## src/rtl/benes_pkg.sv

```systemverilog
// Shared constants and types for the 8x8 Benes network configuration path.
package benes_pkg;

  localparam int N_PORTS      = 8;
  localparam int STAGES       = 2 * $clog2(N_PORTS) - 1;
  localparam int SW_PER_STAGE = N_PORTS / 2;
  localparam int CFG_W        = STAGES * SW_PER_STAGE;

  typedef enum logic [1:0] {IDLE, LOAD, ERR} cfg_state_t;

  typedef logic [SW_PER_STAGE-1:0] stage_cfg_t;

endpackage

```

## src/rtl/benes_cfg_sequencer_skew.sv

```systemverilog
// Delay line carrying one stage's switch bits and a slot-valid flag; empty slots hold zero (bar).
module cfg_skew_line
  import benes_pkg::*;
#(
  parameter int W     = SW_PER_STAGE,
  parameter int DEPTH = 1
) (
  input  logic         clk,
  input  logic         rst,
  input  logic         in_valid,
  input  logic [W-1:0] in_cfg,
  output logic         out_valid,
  output logic [W-1:0] out_cfg
);

  logic [W-1:0]     data_q [DEPTH];
  logic [W-1:0]     data_d [DEPTH];
  logic [DEPTH-1:0] valid_q;
  logic [DEPTH-1:0] valid_d;

  // Gating at the entry keeps every register in the line zero whenever its slot is empty.
  always_comb begin
    data_d[0]  = in_valid ? in_cfg : '0;
    valid_d[0] = in_valid;
    for (int i = 1; i < DEPTH; i++) begin
      data_d[i]  = data_q[i-1];
      valid_d[i] = valid_q[i-1];
    end
  end

  always_ff @(posedge clk) begin
    if (rst) begin
      valid_q <= '0;
      for (int i = 0; i < DEPTH; i++) data_q[i] <= '0;
    end else begin
      valid_q <= valid_d;
      data_q  <= data_d;
    end
  end

  assign out_cfg   = data_q[DEPTH-1];
  assign out_valid = valid_q[DEPTH-1];

endmodule

```

## src/rtl/benes_cfg_sequencer.sv

```systemverilog
// Assembles per-stage switch words into a shadow register, commits them, and skews the
// active configuration across the switch stages for each launched frame.
module benes_cfg_sequencer #(
  parameter int N_PORTS      = 8,
  parameter int STAGES       = 2 * $clog2(N_PORTS) - 1,
  parameter int SW_PER_STAGE = N_PORTS / 2
) (
  input  logic                           clk,
  input  logic                           rst,
  input  logic                           cfg_valid,
  output logic                           cfg_ready,
  input  logic [SW_PER_STAGE-1:0]        cfg_data,
  input  logic                           cfg_last,
  output logic                           cfg_err,
  input  logic                           cfg_err_clr,
  input  logic                           in_valid,
  output logic [STAGES*SW_PER_STAGE-1:0] sw_set,
  output logic                           out_valid
);
  import benes_pkg::*;

  localparam int TOT_W  = STAGES * SW_PER_STAGE;
  localparam int WCNT_W = $clog2(STAGES);
  localparam logic [WCNT_W-1:0] LAST_IDX = WCNT_W'(STAGES - 1);

  cfg_state_t               state_q, state_d;
  logic [WCNT_W-1:0]        wcnt_q, wcnt_d;
  logic [SW_PER_STAGE-1:0]  shadow_q [STAGES-1];
  logic [SW_PER_STAGE-1:0]  shadow_d [STAGES-1];
  logic [TOT_W-1:0]         active_q, active_d;
  logic                     err_q, err_d;
  logic                     handshake;
  logic [STAGES-1:0]        stage_valid;
  logic [1:0]               tail_q, tail_d;
  logic                     unused_stage_valid;

  assign cfg_ready = (state_q != ERR);
  assign handshake = cfg_valid && cfg_ready;

  always_comb begin
    state_d  = state_q;
    wcnt_d   = wcnt_q;
    shadow_d = shadow_q;
    active_d = active_q;
    unique case (state_q)
      IDLE: if (handshake) begin
        if (cfg_last) begin
          state_d = ERR;
        end else begin
          shadow_d[0] = cfg_data;
          wcnt_d      = WCNT_W'(1);
          state_d     = LOAD;
        end
      end
      LOAD: if (handshake) begin
        // The final word goes straight into the active image; it never needs a shadow slot.
        if (wcnt_q == LAST_IDX && cfg_last) begin
          for (int i = 0; i < STAGES - 1; i++) active_d[i*SW_PER_STAGE +: SW_PER_STAGE] = shadow_q[i];
          active_d[TOT_W-1 -: SW_PER_STAGE] = cfg_data;
          wcnt_d  = '0;
          state_d = IDLE;
        end else if (cfg_last || wcnt_q == LAST_IDX) begin
          state_d = ERR;
        end else begin
          for (int i = 0; i < STAGES - 1; i++)
            if (wcnt_q == WCNT_W'(i)) shadow_d[i] = cfg_data;
          wcnt_d = WCNT_W'(wcnt_q + 1'b1);
        end
      end
      ERR: if (cfg_err_clr) begin
        wcnt_d  = '0;
        state_d = IDLE;
      end
      default: state_d = IDLE;
    endcase
    err_d  = (state_d == ERR);
    tail_d = {tail_q[0], stage_valid[STAGES-1]};
  end

  always_ff @(posedge clk) begin
    if (rst) begin
      state_q  <= IDLE;
      wcnt_q   <= '0;
      active_q <= '0;
      err_q    <= 1'b0;
      tail_q   <= '0;
      for (int i = 0; i < STAGES - 1; i++) shadow_q[i] <= '0;
    end else begin
      state_q  <= state_d;
      wcnt_q   <= wcnt_d;
      shadow_q <= shadow_d;
      active_q <= active_d;
      err_q    <= err_d;
      tail_q   <= tail_d;
    end
  end

  // Stage k sits k+1 registers behind the launch so it lines up with the frame's arrival.
  for (genvar k = 0; k < STAGES; k++) begin : g_stage
    cfg_skew_line #(
      .W     (SW_PER_STAGE),
      .DEPTH (k + 1)
    ) u_skew (
      .clk       (clk),
      .rst       (rst),
      .in_valid  (in_valid),
      .in_cfg    (active_q[k*SW_PER_STAGE +: SW_PER_STAGE]),
      .out_valid (stage_valid[k]),
      .out_cfg   (sw_set[k*SW_PER_STAGE +: SW_PER_STAGE])
    );
  end

  assign unused_stage_valid = ^stage_valid;
  assign cfg_err            = err_q;
  assign out_valid          = tail_q[1];

endmodule

```

## config.mk

```make
export PLATFORM = sky130hd
export DESIGN_NAME = benes_cfg_sequencer
export DESIGN_NICKNAME = d
export VERILOG_FILES = /design/src/rtl/benes_pkg.sv /design/src/rtl/benes_cfg_sequencer_skew.sv /design/src/rtl/benes_cfg_sequencer.sv
export SDC_FILE = /design/constraint.sdc
export NUM_CORES = 1
export LEC_CHECK = 0
export BUFFER_PORTS_ARGS = -buffer_cell sky130_fd_sc_hd__buf_2
export CAP_MARGIN = 20
export CORE_AREA = 2 2 89 91
export CTS_BUF_LIST = sky130_fd_sc_hd__clkbuf_8 sky130_fd_sc_hd__clkbuf_16
export CTS_CLUSTER_SIZE = 20
export DETAILED_ROUTE_END_ITERATION = 6
export DIE_AREA = 0 0 91 93
export HOLD_SLACK_MARGIN = 0.1
export PLACE_DENSITY = 0.83
export SYNTH_ARGS = -nofsm -noshare
export SYNTH_HDL_FRONTEND = slang
export SYNTH_HIERARCHICAL = 1
export SYNTH_SLANG_ARGS = --single-unit
export TNS_END_PERCENT = 20
```

## constraint.sdc

```tcl
create_clock -name clk -period 2.8 [get_ports clk]
set_clock_uncertainty 0.1 [all_clocks]
set_input_delay 0.28 -clock clk [delete_from_list [all_inputs] [get_ports clk]]
set_output_delay 0.28 -clock clk [all_outputs]
set_load 0.1 [all_outputs]
```

Word level (Yosys, flattened, before mapping)

Cells that the tools add are included.

Register bits: 109
Input bits: 10
Word-level logic and storage cells: 83

$add $sub $neg: 1
Equal/unequal tests: 16
Multiplexer cells: 24
Bitwise logic cells: 3
Reductions and logical operators: 14

Operators by type and width:

| kind                  | count |
|---|---|
| $mux W16              | 3 |
| $mux W4               | 6 |
| $mux W3               | 6 |
| $ne A2 B2 Y1 const B  | 8 |
| $reduce_and A5 Y1     | 3 |
| $mux W2               | 6 |
| $pmux W3 S3           | 1 |
| $pmux W4 S2           | 1 |
| $reduce_and A7 Y1     | 1 |
| $eq A3 B2 Y1 const B  | 2 |
| $pmux W2 S3           | 1 |
| $reduce_and A6 Y1     | 1 |
| $eq A2 B2 Y1 const B  | 2 |
| $add A3 B1 Y3 const B | 1 |
| $eq A3 B1 Y1 const B  | 1 |
| $eq A3 B3 Y1 const B  | 1 |
| $logic_not A3 Y1      | 1 |
| $ne A3 B3 Y1 const B  | 1 |
| $not A1 Y1            | 3 |
| $reduce_and A3 Y1     | 1 |
| $reduce_bool A3 Y1    | 1 |
| $eq A2 B1 Y1 const B  | 1 |
| $logic_and A1 B1 Y1   | 2 |
| $logic_not A2 Y1      | 1 |
| 3 further kinds       | 3 |

Logic depth before layout (Yosys ltp)

Depth in word-level cells: 7
Depth in mapped cells: 9
Depth with buffers taken out: 9

Cells and area by module

The synthesis kept the hierarchy.

Modules (own cells, without submodules):

| module                            | times used | cells each | area an instance (um^2) | sequential area each (um^2) |
|---|---|---|---|---|
| benes_cfg_sequencer               | 1          | 215        | 1933.1                  | 880.8 |
| cfg_skew_line (g_stage[4].u_skew) | 1          | 52         | 689.4                   | 500.5 |
| cfg_skew_line (g_stage[3].u_skew) | 1          | 42         | 574.3                   | 400.4 |
| cfg_skew_line (g_stage[2].u_skew) | 1          | 31         | 434.2                   | 300.3 |
| cfg_skew_line (g_stage[1].u_skew) | 1          | 20         | 292.8                   | 200.2 |
| cfg_skew_line (g_stage[0].u_skew) | 1          | 10         | 141.4                   | 100.1 |

Worst setup path after synthesis

No wires, ideal clock.

Kind: reg2reg
Start point: register wcnt_q[0]
End point: register shadow_q[12] in the netlist's numbering
Data arrival time: 1.887 ns
Data required time: 2.568 ns
Slack: 0.680 ns
Cell stages (with the launch flop): 10
Cells stage by stage: dfxtp_1 inv_1 ha_1 nand2_1 inv_1 ha_1 nand4bb_4 a2111oi_4 nand2b_1 a21oi_1

Longest elaborated chain between the ends: 4
Elaborated cells on any way between the ends: 8
Classes of those cells: eq/ne: 4; reduce/logical: 4

RTL lines:

| what                                                      | RTL line                                             | text |
|---|---|---|
| start, declared                                           | benes_cfg_sequencer.sv:27                            | `logic [WCNT_W-1:0] wcnt_q, wcnt_d;` |
| start signal, assigned                                    | benes_cfg_sequencer.sv:90                            | `wcnt_q <= wcnt_d;` |
| $eq A3 B3 Y1                                              | benes_cfg_sequencer.sv:57, benes_cfg_sequencer.sv:62 |  |
| $logic_or A1 B1 Y1 or $logic_and A1 B1 Y1 (tied branches) | benes_cfg_sequencer.sv:62, benes_cfg_sequencer.sv:57 |  |
| $ne A2 B2 Y1 (no line)                                    | n/a                                                  |  |
| $reduce_and A7 Y1 (no line) (*)                           | n/a                                                  |  |
| end signal, assigned                                      | benes_cfg_sequencer.sv:91                            | `shadow_q <= shadow_d;` |
| end, declared                                             | benes_cfg_sequencer.sv:28                            | `logic [SW_PER_STAGE-1:0] shadow_q [STAGES-1];` |

Mark *: on every way between the ends. The rest lies on a longest branch, timed or not.
A chain may end at the register's enable or synchronous reset.

Worst setup path in the final report

Ends and elaborated chain as after synthesis.

==> reports/results.ini <==
[layout]
fillers = 685
drive_gt1_frac = 0.2010
nets = 404
final_common_cell = dfxtp_1
multi_input_area_um2 = 1471
area_growth_pct = 11.56
final_area_um2 = 4227
antenna-diode-count = 0
final_cell_mix = 109 x dfxtp_1, 43 x nand2_1, 32 x buf_2
regArea_um2 = 2182

[pwr]
cellPowerDensity_nw_per_um2 = 636.3
p_leak_nw = 1.772
netSwitchingFraction = 0.2606
ir_drop_v = 0.0003193
seqPwrFrac = 0.586
clockPowerShare = 0.335
p_switching_mw = 0.7009
p_int_mw = 1.989
power.share.combinational = 0.079

[clocking]
cts_buffer_depth = 2
cts-buffers-inserted = 9
cts_max_level = 3
cts_num_sinks = 109
path_clk_slew_ns = 0.10
clock_latency_ns = 0.37
cts_tree = built
root_buffer = clkbuf_8
post_cts_resize_count = 0

[synth]
synth-warning-count = 6
netlist_instances = 350
syn_nets = 371
syn_area_per_cell_um2 = 10.82
synth_area_um2 = 3789

[floorplan]
initial_utilization = 0.5033
dieArea_um2 = 8463
io_pins = 33
die_y_um = 93
coreArea_um2 = 7527
rows = 32
die_x_um = 91

[detailed_routing]
drc = 0
num_vias = 2333
firstDrtPassIters = 4
ant_nets = 0
vias_per_cell = 4.761
detail_route.wl_per_cell_um = 11.61
drt_iter0_markers = 56
route.final.wire_length_um = 5688

[sta]
finalSetupViolCount = 0
worst_pin_slew_ns = 0.5987
post-route-min-period_ns = 2.361
rsz0062_at_grt = false
timing.final.hold_violations = 0
fin_crit_sh = 0.8432
final.setup.tns_ns = 0
max_freq_mhz = 423.6
slew_viol_final = 0
slew_headroom = 0.6009

[grt]
grt_max_degree = 71
antenna_found_initial = 0
grt_use_total = 0.1455
grt_pass1_wl_um = 9715
overflow = 0
first_global_vias = 2175

[worst_hold_path]
min_from = cfg_data[1]
hp-class = in2reg

[status]
status = complete, no violations

[setup_path]
path_max_fanout = 8
startpoint = wcnt_q[0]
worstPathArrival_ns = 2.56
crit_required_ns = 3.00
critPathKind = reg2reg
regToRegStartpoint = wcnt_q[0]
endpoint_kind = flop
crit_path_start_kind = flop

[place]
dp_hpwl_um = 3744
dpl-instance-area_um2 = 4021
io_buffers = 32
gp_congestion = 0.8226

[job]
cap_violations = 0

## power by group through the flow
stage	logic, mW	clock network, mW	registers, mW
floorplan	0.153	0	1.62
global placement	0.208	0	1.61
detailed placement	0.211	0	1.61
CTS	0.213	0.935	1.58
global route	0.232	1.01	1.58
finish	0.213	0.900	1.58
## critical path, stage by stage (launching register included)
cell and delay [ns]:
dfxtp_1 0.39, inv_1 0.10, ha_1 0.24, nand2_1 0.10
inv_1 0.05, ha_1 0.23, nand4bb_4 0.26, a2111oi_4 0.53
nand3_1 0.13, a21oi_1 0.17
## area by class of cell
cell class	instances	share of cell area
sequential	109	0.5163
tap	102	0.03020
timing repair buffer	37	0.05033
clock inverter	7	0.01687
multi-input combinational	216	0.3481
inverter	10	0.008881
clock buffer	9	0.02931
## per-stage QoR
stage               hold slack (ns)  cells  utilization  setup WS [ns]  total power, mW
finish                       0.1263    490       0.5615         0.4391            2.689
global route                 0.1139    490       0.5615         0.2163            2.825
CTS                          0.1002    490       0.5615         0.4312            2.724
detailed placement           0.3220    473       0.5342         0.4569            1.823
global placement             0.3167    473       0.5342         0.5735            1.820
floorplan                    0.2516    350            -         0.6804            1.775
## final timing paths
path / to / slack, ns / cells after the start
max: shadow_q[12] / 0.44 / 9
min reg2reg: g_stage[4].u_skew/data_d[6] / 0.33 / 1
min: active_q[17] / 0.13 / 3
max reg2reg: shadow_q[12] / 0.44 / 9
## state kept, by name, indices dropped and copies added, names as in the netlist
| signal | count |
|---|---|
| g_stage.u_skew/out_cfg | 20 |
| active_q | 20 |
| state_q | 2 |
| g_stage.u_skew/data_d | 40 |
| tail_q | 2 |
| g_stage.u_skew/valid_q | 5 |
| shadow_q | 16 |
| wcnt_q | 3 |
| cfg_err | 1 |
## metal layers
metal  GRT usage  up-vias  part of all wire
met5           0        -                 0
met1      0.1695     1051              0.46
met3     0.05399       11             0.051
li1            -     1218                 -
met2      0.2377       53              0.46
met4     0.07071        0             0.022
## repair_timing
| action | 4_1_cts | 5_1_grt |
|---|---|---|
| endpoints found under the hold margin | 1 | 0 |
| hold buffers | 1 | 0 |
| setup buffers | 0 | 0 |
No activity file was read; power rests on OpenSTA's default activity.
